==> src/rtl/video_timing_if.sv <==
// Pixel-enable input and raster timing outputs of the video timing generator.
// The master side is the generator; the slave side supplies the enable and consumes timing.
interface video_timing_if;
   logic       pixel_clken;
   logic [8:0] h_count;
   logic [8:0] v_count;
   logic       hsync_n;
   logic       vsync_n;
   logic       blank;
   logic [5:0] char_col;
   logic [2:0] char_px;
   logic [4:0] char_row;
   logic [2:0] char_scan;
   logic       frame_start;
   logic       blink;

   modport master (
      input  pixel_clken,
      output h_count, v_count, hsync_n, vsync_n, blank,
             char_col, char_px, char_row, char_scan, frame_start, blink
   );

   modport slave (
      output pixel_clken,
      input  h_count, v_count, hsync_n, vsync_n, blank,
             char_col, char_px, char_row, char_scan, frame_start, blink
   );
endinterface

==> src/rtl/video_timing.sv <==
// Raster timing generator for the 40x24 text display: counters, syncs, blanking,
// character-cell coordinates, frame pulse and cursor blink phase.
module video_timing #(
   parameter int H_TOTAL      = 448,
   parameter int H_ACTIVE     = 280,
   parameter int HS_START     = 320,
   parameter int HS_WIDTH     = 32,
   parameter int V_TOTAL      = 262,
   parameter int V_ACTIVE     = 192,
   parameter int VS_START     = 224,
   parameter int VS_WIDTH     = 3,
   parameter int CHAR_W       = 7,
   parameter int BLINK_FRAMES = 30
) (
   input  logic           sys_clock,
   input  logic           reset_n,
   video_timing_if.master vid
);

   localparam logic [8:0] H_LAST   = 9'(H_TOTAL - 1);
   localparam logic [8:0] H_ACT    = 9'(H_ACTIVE);
   localparam logic [8:0] HS_BEG   = 9'(HS_START);
   localparam logic [8:0] HS_END   = 9'(HS_START + HS_WIDTH);
   localparam logic [8:0] V_LAST   = 9'(V_TOTAL - 1);
   localparam logic [8:0] V_ACT    = 9'(V_ACTIVE);
   localparam logic [8:0] VS_BEG   = 9'(VS_START);
   localparam logic [8:0] VS_END   = 9'(VS_START + VS_WIDTH);
   localparam logic [2:0] PX_LAST  = 3'(CHAR_W - 1);
   localparam logic [5:0] COL_LAST = 6'd39;
   localparam int         FCW      = (BLINK_FRAMES > 1) ? $clog2(BLINK_FRAMES) : 1;
   localparam logic [FCW-1:0] F_LAST = FCW'(BLINK_FRAMES - 1);

   logic [8:0]     r_hCount;
   logic [8:0]     r_vCount;
   logic [5:0]     r_charCol;
   logic [2:0]     r_charPx;
   logic           r_hsyncN;
   logic           r_vsyncN;
   logic           r_blank;
   logic           r_frameStart;
   logic           r_blink;
   logic [FCW-1:0] r_frameCnt;

   logic       w_hWrap;
   logic       w_vWrap;
   logic       w_frameWrap;
   logic [8:0] w_hNext;
   logic [8:0] w_vNext;

   assign w_hWrap     = (r_hCount == H_LAST);
   assign w_vWrap     = (r_vCount == V_LAST);
   assign w_frameWrap = w_hWrap && w_vWrap;
   assign w_hNext     = w_hWrap ? 9'd0 : r_hCount + 9'd1;
   assign w_vNext     = w_hWrap ? (w_vWrap ? 9'd0 : r_vCount + 9'd1) : r_vCount;

   // Syncs and blank are decoded from the next counter values so they land on the same edge.
   always_ff @(posedge sys_clock or negedge reset_n) begin
      if (!reset_n) begin
         r_hCount     <= 9'd0;
         r_vCount     <= 9'd0;
         r_charCol    <= 6'd0;
         r_charPx     <= 3'd0;
         r_hsyncN     <= 1'b1;
         r_vsyncN     <= 1'b1;
         r_blank      <= 1'b0;
         r_frameStart <= 1'b0;
         r_blink      <= 1'b0;
         r_frameCnt   <= '0;
      end else begin
         r_frameStart <= 1'b0;
         if (vid.pixel_clken) begin
            r_hCount <= w_hNext;
            r_vCount <= w_vNext;
            if (w_hWrap) begin
               r_charPx  <= 3'd0;
               r_charCol <= 6'd0;
            end else if (w_hNext < H_ACT) begin
               if (r_charPx == PX_LAST) begin
                  r_charPx  <= 3'd0;
                  r_charCol <= r_charCol + 6'd1;
               end else begin
                  r_charPx <= r_charPx + 3'd1;
               end
            end else begin
               r_charPx  <= 3'd0;
               r_charCol <= COL_LAST;
            end
            r_hsyncN <= !((w_hNext >= HS_BEG) && (w_hNext < HS_END));
            r_vsyncN <= !((w_vNext >= VS_BEG) && (w_vNext < VS_END));
            r_blank  <= (w_hNext >= H_ACT) || (w_vNext >= V_ACT);
            if (w_frameWrap) begin
               r_frameStart <= 1'b1;
               if (r_frameCnt == F_LAST) begin
                  r_frameCnt <= '0;
                  r_blink    <= !r_blink;
               end else begin
                  r_frameCnt <= r_frameCnt + FCW'(1);
               end
            end
         end
      end
   end

   assign vid.h_count     = r_hCount;
   assign vid.v_count     = r_vCount;
   assign vid.hsync_n     = r_hsyncN;
   assign vid.vsync_n     = r_vsyncN;
   assign vid.blank       = r_blank;
   assign vid.char_col    = r_charCol;
   assign vid.char_px     = r_charPx;
   assign vid.char_row    = (r_vCount < V_ACT) ? r_vCount[7:3] : 5'd23;
   assign vid.char_scan   = r_vCount[2:0];
   assign vid.frame_start = r_frameStart;
   assign vid.blink       = r_blink;

endmodule
==> src/flat_wrapper.sv <==
// flat-port wrapper written by rule: the top's interface ports become plain ports
module video_timing_flat 
#(
   parameter int H_TOTAL      = 448,
   parameter int H_ACTIVE     = 280,
   parameter int HS_START     = 320,
   parameter int HS_WIDTH     = 32,
   parameter int V_TOTAL      = 262,
   parameter int V_ACTIVE     = 192,
   parameter int VS_START     = 224,
   parameter int VS_WIDTH     = 3,
   parameter int CHAR_W       = 7,
   parameter int BLINK_FRAMES = 30
)
  (sys_clock, reset_n, vid_pixel_clken, vid_h_count, vid_v_count, vid_hsync_n, vid_vsync_n, vid_blank, vid_char_col, vid_char_px, vid_char_row, vid_char_scan, vid_frame_start, vid_blink);
  video_timing_if vid_i ();
  input  logic sys_clock;
  input  logic reset_n;
  input wire logic [$bits(vid_i.pixel_clken)-1:0] vid_pixel_clken;
  output wire logic [$bits(vid_i.h_count)-1:0] vid_h_count;
  output wire logic [$bits(vid_i.v_count)-1:0] vid_v_count;
  output wire logic [$bits(vid_i.hsync_n)-1:0] vid_hsync_n;
  output wire logic [$bits(vid_i.vsync_n)-1:0] vid_vsync_n;
  output wire logic [$bits(vid_i.blank)-1:0] vid_blank;
  output wire logic [$bits(vid_i.char_col)-1:0] vid_char_col;
  output wire logic [$bits(vid_i.char_px)-1:0] vid_char_px;
  output wire logic [$bits(vid_i.char_row)-1:0] vid_char_row;
  output wire logic [$bits(vid_i.char_scan)-1:0] vid_char_scan;
  output wire logic [$bits(vid_i.frame_start)-1:0] vid_frame_start;
  output wire logic [$bits(vid_i.blink)-1:0] vid_blink;
  assign vid_i.pixel_clken = vid_pixel_clken;
  assign vid_h_count = vid_i.h_count;
  assign vid_v_count = vid_i.v_count;
  assign vid_hsync_n = vid_i.hsync_n;
  assign vid_vsync_n = vid_i.vsync_n;
  assign vid_blank = vid_i.blank;
  assign vid_char_col = vid_i.char_col;
  assign vid_char_px = vid_i.char_px;
  assign vid_char_row = vid_i.char_row;
  assign vid_char_scan = vid_i.char_scan;
  assign vid_frame_start = vid_i.frame_start;
  assign vid_blink = vid_i.blink;
  video_timing #(.H_TOTAL(H_TOTAL), .H_ACTIVE(H_ACTIVE), .HS_START(HS_START), .HS_WIDTH(HS_WIDTH), .V_TOTAL(V_TOTAL), .V_ACTIVE(V_ACTIVE), .VS_START(VS_START), .VS_WIDTH(VS_WIDTH), .CHAR_W(CHAR_W), .BLINK_FRAMES(BLINK_FRAMES)) u_core (.sys_clock(sys_clock), .reset_n(reset_n), .vid(vid_i));
endmodule
==> config.mk <==
export PLATFORM = sky130hd
export DESIGN_NAME = video_timing_flat
export DESIGN_NICKNAME = d
export VERILOG_FILES = /design/src/rtl/video_timing_if.sv /design/src/rtl/video_timing.sv /design/src/flat_wrapper.sv
export SDC_FILE = /design/constraint.sdc
export NUM_CORES = 1
export LEC_CHECK = 0
export ABC_AREA = 1
export CORE_AREA = 2 2 70 72
export CTS_CLUSTER_SIZE = 8
export DETAILED_ROUTE_END_ITERATION = 7
export DIE_AREA = 0 0 72 74
export GPL_TIMING_DRIVEN = 0
export PLACE_DENSITY = 0.79
export SETUP_SLACK_MARGIN = 0.2
export SLEW_MARGIN = 20
export SYNTH_ARGS = -nofsm -noshare
export SYNTH_HDL_FRONTEND = slang
export SYNTH_SLANG_ARGS = --single-unit
==> constraint.sdc <==
create_clock -name sys_clock -period 2.3 [get_ports sys_clock]
set_input_delay 0.46 -clock sys_clock [delete_from_list [all_inputs] [get_ports sys_clock]]
set_output_delay 0.46 -clock sys_clock [all_outputs]
set_load 0.01 [all_outputs]
==> results.yml, run 1 <==
logic_synthesis:
  synth_flop_cell: "dfrtp_1"
  synth_warnings: 0
  ys_seq_elements: 37
  yosysUniqueCellTypes: 37
  synthesis.instances: 300
  avgSynthCellArea_um2: 7.64
  synth.top_cell.area_share_pct: 38.2
  synth_edf_count: 0
  synth_area_leaders: "dfrtp_1 (38%), nand2_1 (13%), inv_1 (5.1%)"
  synth_top_cell_by_area: "dfrtp_1"
  async_flop_share_pct: 100
  seq_area_frac_synth_pct: 40.5
  syn_nets: 309
  syn_area_mm2: 0.00229
placed_design:
  dpl.cell_count: 397
  dp_hpwl_mm: 3.81
  post-place-ws_ns: 0.282
  portBuffers: 42
  gp_congestion: 0.898
timing:
  period_minus_slack_ns: 2.02
  setup_viol: 0
  slew_viol_final: 0
  rsz0062_at_grt: "true"
  tightest_slew_ns: 0.455
  relSlewSlack_pct: 69.7
  finalCritPeriodShare_pct: 87.7
  hold_violations: 0
  finClkSkew_ns: 0.00810
  fmax_ghz: 0.496
  postLayoutSetupSlackWorst_ns: 0.282
min_path:
  hold_path.class: "in -> async"
floorplanning:
  fp.dieW_um: 72
  dieArea_mm2: 0.00533
  io_pins: 43
  initial_utilization_pct: 49.8
  die_h_um: 74
  coreArea_mm2: 0.00460
  rows: 25
pwr:
  p_int_w: 0.00141
  comb_power_share_pct: 38.0
  finalPower_w: 0.00224
  clkPwrFrac_pct: 20.0
  p_seq_share_pct: 42.0
  p_leak_nw: 1.45
  power.density_mw_per_mm2: 756
  peakVddDrop_mv: 0.575
  switchingPower_w: 0.000830
  swShare_pct: 37.0
drt:
  routed_wirelength_mm: 5.19
  drt_iter0_drc: 127
  vias_per_cell: 5.28
  wl_per_cell_um: 12.7
  ant_nets: 0
  first_pass_iters: 5
  vias: 2166
  drc: 0
setup_path:
  r2r_start: "u_core.vid.h_count[1]"
  cp-startpoint: "u_core.vid.v_count[6]"
  crit_slowest_cell: "clkdlybuf4s50_1"
  worstPathArrival_ns: 1.56
  crit_path_start_kind: "flop"
  cp.required_ns: 1.84
  cp_common_cell: "nand2_1"
  slowest_delay_ns: 0.52
  cp_cell_sequence: "nand2_1 > inv_1 > nor2_4 > nand2_1 > clkdlybuf4s50_1"
  critPathKind: "reg -> out"
  cp-end-kind: "output pin"
  crit_fanout: 6
  regToRegSetupSlack_ns: 0.36
outcome:
  run_status: "completed"
final_layout:
  drive_above_1_share_pct: 15.2
  area_delta_synth_final_pct: 29.5
  multiInputGateArea_mm2: 0.00120
  final_nets: 364
  finalNonFillerCells: 410
  antennaDiodeCount: 0
  regArea_um2: 932
  fill_cells: 401
clocking:
  ctsLongestPathBuffers: 2
  cts_hold_buf: 0
  clock-sinks: 37
  cts_root_buf: "clkbuf_8"
  clk_latency_ns: 0.30
  clkTransAtPathRegs_ns: 0.08
  cts_buffers: 5
  htreeDepth: 2
  cts_tree: "built"
global_routing:
  track_usage_pct: 20.7
  grt_first_pass_wirelength_mm: 8.70
  gr-total-overflow: 0
  grt_pass1_vias: 1956
  grt_max_degree: 23
  antenna_found_initial: 0
run:
  drv_cap: 0
[worst max-delay path, delay by kind of cell, from the launching register on]
kind	cells	cell delay [ns]
and+or+nand+nor	3	0.18
DFF	1	0.42
buffers and inverters	2	0.66
[power groups by stage]
stage / clock (W) / combinational (W) / sequential (W)
2_1_floorplan: 0 / 0.000416 / 0.000975
3_3_place_gp: 0 / 0.000796 / 0.000942
3_5_place_dp: 0 / 0.000824 / 0.000943
4_1_cts: 0.000461 / 0.000826 / 0.000937
5_1_grt: 0.000488 / 0.000946 / 0.000961
6_report: 0.000449 / 0.000853 / 0.000942
[cells by family (layout without fill, tap and decap cells)]
group | count (synthesis) | after routing | synth area share, %
AOI/OAI and AO/OA | 41 | 41 | 10.2
xor gates and xnor gates | 9 | 9 | 3.44
DFF | 37 | 37 | 40.5
and+or+nand+nor | 162 | 162 | 34.0
adders and majority gates | 6 | 6 | 3.28
buffers and inverters | 45 | 101 | 8.57
[path summary, 6_finish.rpt]
| check | endpoint | depth (start not counted) |
|---|---|---|
| setup / recovery | vid_char_row[0] | 5 |
| hold / removal | u_core.vid.h_count[2] | 1 |
| setup reg to reg | u_core.r_frameCnt[4] | 9 |
| hold reg to reg | u_core.vid.blink | 1 |
| max in group asynchronous | u_core.vid.vsync_n | 2 |
| min in group sys_clock | u_core.vid.blink | 1 |
[placed cells by master (no fill, tap or decap), drive strengths merged]
cell / count
nand2: 85
clkdlybuf4s50: 38
inv: 36
dfrtp: 35
nor2: 35
o21ai: 24
nand3: 22
buf: 13
a21oi: 9
nand4: 9
clkbuf: 8
ha: 6
nor3: 6
xor2: 5
xnor2: 4
o22ai: 3
dlymetal6s2s: 3
o21bai: 2
and3: 2
a211oi: 2
clkinv: 2
dfstp: 2
or2: 2
nand3b: 1
o32ai: 1
clkinvlp: 1
[stage by stage]
| step | hold WS, ns | instance area (um^2) | setup TNS (ns) | utilization, % |
|---|---|---|---|---|
| final | 0.0850 | 2970 | 0 | 64.5 |
| after global routing | 0.111 | 2970 | 0 | 64.5 |
| after CTS | 0.0937 | 2890 | 0 | 62.9 |
| after detailed placement | 0.419 | 2800 | 0 | 60.9 |
| after global placement | 0.454 | 2780 | -4.18 | 60.4 |
| after floorplan | 0.164 | 2290 | 0 | - |
[registers in the layout (all words and copies together) (netlist names)]
signal / count
u_core.vid.blink: 1
u_core.vid.frame_start: 1
u_core.vid.vsync_n: 1
u_core.vid.char_px: 3
u_core.vid.char_col: 6
u_core.vid.blank: 1
u_core.vid.hsync_n: 1
u_core.r_frameCnt: 5
u_core.vid.h_count: 9
u_core.vid.v_count: 9
[synthesized netlist by cell type, types with 5 or more instances]
cell / instances
nand2_1: 80
dfrtp_1: 35
inv_1: 31
nor2_1: 29
o21ai_0: 22
nand3_1: 19
a21oi_1: 9
nand4_1: 8
ha_1: 6
inv_2: 5
xor2_1: 5
[timing repair]
action	CTS	global route
buffers inserted	0	5
endpoints found under the setup margin	4	17
pin swaps	0	3
gates resized for setup	1	12
[area by class of cell]
type	count	share of cell area (%)
Clock buffer	5	2.32
Multi-Input combinational cell	218	40.3
Tap cell	54	2.28
Timing Repair Buffer	48	16.4
Sequential cell	37	31.4
Buffer	9	2.07
Inverter	36	4.55
Clock inverter	3	0.590
[metal layers]
metal | wire length [um] | vias to the layer above | track usage [%]
met5 | 0 | - | 0
met4 | 93 | 0 | 7.34
met3 | 298 | 7 | 4.07
met2 | 2500 | 70 | 35.3
met1 | 2300 | 1013 | 26.7
li1 | - | 1076 | -
No activity file was read; power rests on OpenSTA's default activity.
==> run 2, diff against run 1 <==
Settings changed: SLEW_MARGIN 20 to default.
==> run 2 against run 1 <==
Non-clock buffer count is 2 lower. Clock skew down 0.0030 ns. Fmax decreased by 0.19%. Register-to-register slack improved by 0.03 ns. Largest cell class unchanged. Critical path depth is the same. Sequential power fell by 0.5%. Die area is the same. Count of clock-buffer cells in the layout unchanged. Global-route usage is 0.18 points higher.
==> results.yml, run 2 (synthesis gave the netlist of run 1 again) <==
outcome:
  run_status: "completed"
setup_path:
  critPathTopFamily: "buffers and inverters"
  crit_fanout: 6
  reg2regPathDepth: 9
  cp.required_ns: 1.84
  endpoint: "vid_char_row[1]"
  rr_endpoint: "u_core.r_frameCnt[4]"
  cp_num_buf_inv: 2
  path_depth: 5
  crit_path_start_kind: "flop"
  cp-end-kind: "output pin"
  worstPathArrival_ns: 1.56
  regToRegSetupSlack_ns: 0.39
  r2r_start: "u_core.vid.h_count[1]"
  critPathKind: "reg -> out"
  crit_slowest_cell: "clkdlybuf4s50_1"
  cp_common_cell: "nand2_1"
  cp_cell_sequence: "nand2_1 > inv_1 > nor2_4 > nand2_1 > clkdlybuf4s50_1"
  cp-startpoint: "u_core.vid.v_count[6]"
  slowest_delay_ns: 0.53
final_layout:
  fill_cells: 409
  final_util_pct: 64.4
  multiInputGateArea_mm2: 0.00119
  antennaDiodeCount: 0
  mostFrequentLayoutCells: "nand2_1 (80), clkdlybuf4s50_1 (41), dfrtp_1 (32)"
  regArea_um2: 932
  final_nets: 362
  area_delta_synth_final_pct: 29.3
  drive_above_1_share_pct: 14.7
  layout_commonest_cell: "nand2_1"
floorplanning:
  rows: 25
  coreArea_mm2: 0.00460
  die_h_um: 74
  io_pins: 43
  initial_utilization_pct: 49.8
  fp.dieW_um: 72
  dieArea_mm2: 0.00533
global_routing:
  grt_first_pass_wirelength_mm: 8.72
  grt_max_degree: 38
  grt_pass1_vias: 1964
  antenna_found_initial: 0
  gr-total-overflow: 0
  track_usage_pct: 20.9
timing:
  whs_ns: 0.262
  hold_violations: 0
  finalCritPeriodShare_pct: 87.9
  finClkSkew_ns: 0.00511
  period_minus_slack_ns: 2.02
  relSlewSlack_pct: 44.2
  setup_viol: 0
  rsz0062_at_grt: "false"
  slew_viol_final: 0
  tightest_slew_ns: 0.837
  fmax_ghz: 0.495
clocking:
  clkTransAtPathRegs_ns: 0.07
  cts_hold_buf: 0
  clk_latency_ns: 0.30
  cts_buffers: 5
  htreeDepth: 2
  clock-sinks: 37
  ctsLongestPathBuffers: 2
  cts_root_buf: "clkbuf_8"
  cts_tree: "built"
pwr:
  p_leak_nw: 1.44
  peakVddDrop_mv: 0.578
  power.density_mw_per_mm2: 823
drt:
  wl_per_cell_um: 12.6
  drt_iter0_drc: 121
  drc: 0
  vias_per_cell: 5.21
  ant_nets: 0
  first_pass_iters: 4
  vias: 2124
  routed_wirelength_mm: 5.16
placed_design:
  portBuffers: 42
  gp_congestion: 0.898
  dp_hpwl_mm: 3.70
run:
  drv_cap: 0
min_path:
  hold_path.class: "in -> async"
==> run 2: cell types whose count changed in the layout (fill, tap and decap cells not counted) <==
cell | before | now
clkinv_2 | 2 | 1
ha_2 | 0 | 1
nor2_2 | 3 | 4
nand2_2 | 5 | 4
buf_4 | 8 | 7
clkinvlp_4 | 1 | 0
dlymetal6s2s_1 | 3 | 0
nor2_1 | 27 | 26
clkdlybuf4s50_1 | 38 | 41
buf_16 | 1 | 0
nand2_1 | 79 | 80
ha_4 | 1 | 0
bufinv_16 | 0 | 2
==> run 2: per-stage QoR <==
step | TNS [ns] | instances | worst slack [ns] | cell area (um^2) | total power, W
floorplan | 0 | 300 | 0.514 | 2290 | 0.00139
global placement | -4.18 | 396 | -0.121 | 2780 | 0.00174
detailed placement | 0 | 396 | 0.263 | 2770 | 0.00176
CTS | 0 | 404 | 0.209 | 2910 | 0.00244
global route | 0 | 408 | 0.190 | 2960 | 0.00259
finish | 0 | 408 | 0.278 | 2960 | 0.00244
==> run 2: worst min path at each step <==
stage	from	end	slack, ns
global route	reset_n	u_core.vid.char_col[0]	0.33
finish	reset_n	u_core.vid.h_count[3]	0.26
floorplan	reset_n	u_core.r_frameCnt[0]	0.16
global placement	u_core.vid.blink	u_core.vid.blink	0.45
detailed placement	u_core.vid.blink	u_core.vid.blink	0.46
CTS	reset_n	u_core.vid.char_col[4]	0.29
==> run 2: worst register-to-register path: cells and delay by family, from the launching register on <==
kind / cells / cell delay [ns]
buffers and inverters: 2 / 0.13
adders and majority gates: 1 / 0.21
DFF: 1 / 0.40
and+or+nand+nor: 6 / 1.07
==> run 2: final cells by class <==
| cell class | count | share of cell area (%) |
|---|---|---|
| Multi-Input combinational cell | 218 | 40.1 |
| Sequential cell | 37 | 31.5 |
| Timing Repair Buffer | 46 | 15.0 |
| Inverter | 36 | 4.56 |
| Clock buffer | 5 | 2.32 |
| Tap cell | 54 | 2.28 |
| Clock inverter | 3 | 2.20 |
| Buffer | 9 | 2.07 |
==> run 2: report_power, final <==
| group | switching (W) | leakage, nW | internal (W) |
|---|---|---|---|
| clock | 0.000244 | 0.0681 | 0.000431 |
| combinational | 0.000416 | 0.923 | 0.000411 |
| sequential | 0.000162 | 0.453 | 0.000775 |
==> run 2: layer usage <==
| layer | vias to the layer above | share of wire [%] | global-route usage (%) |
|---|---|---|---|
| met5 | - | 0 | 0 |
| met4 | 0 | 1.7 | 9.43 |
| met2 | 63 | 49 | 34.5 |
| met1 | 978 | 44 | 26.9 |
| li1 | 1074 | - | - |
| met3 | 9 | 5.4 | 4.20 |
==> run 2: timing repair <==
action | 4_1_cts | 5_1_grt
pin swaps | 0 | 2
hold endpoints to repair | 0 | 0
buffers inserted | 0 | 4
endpoints found under the setup margin | 4 | 10
gates resized for setup | 1 | 8
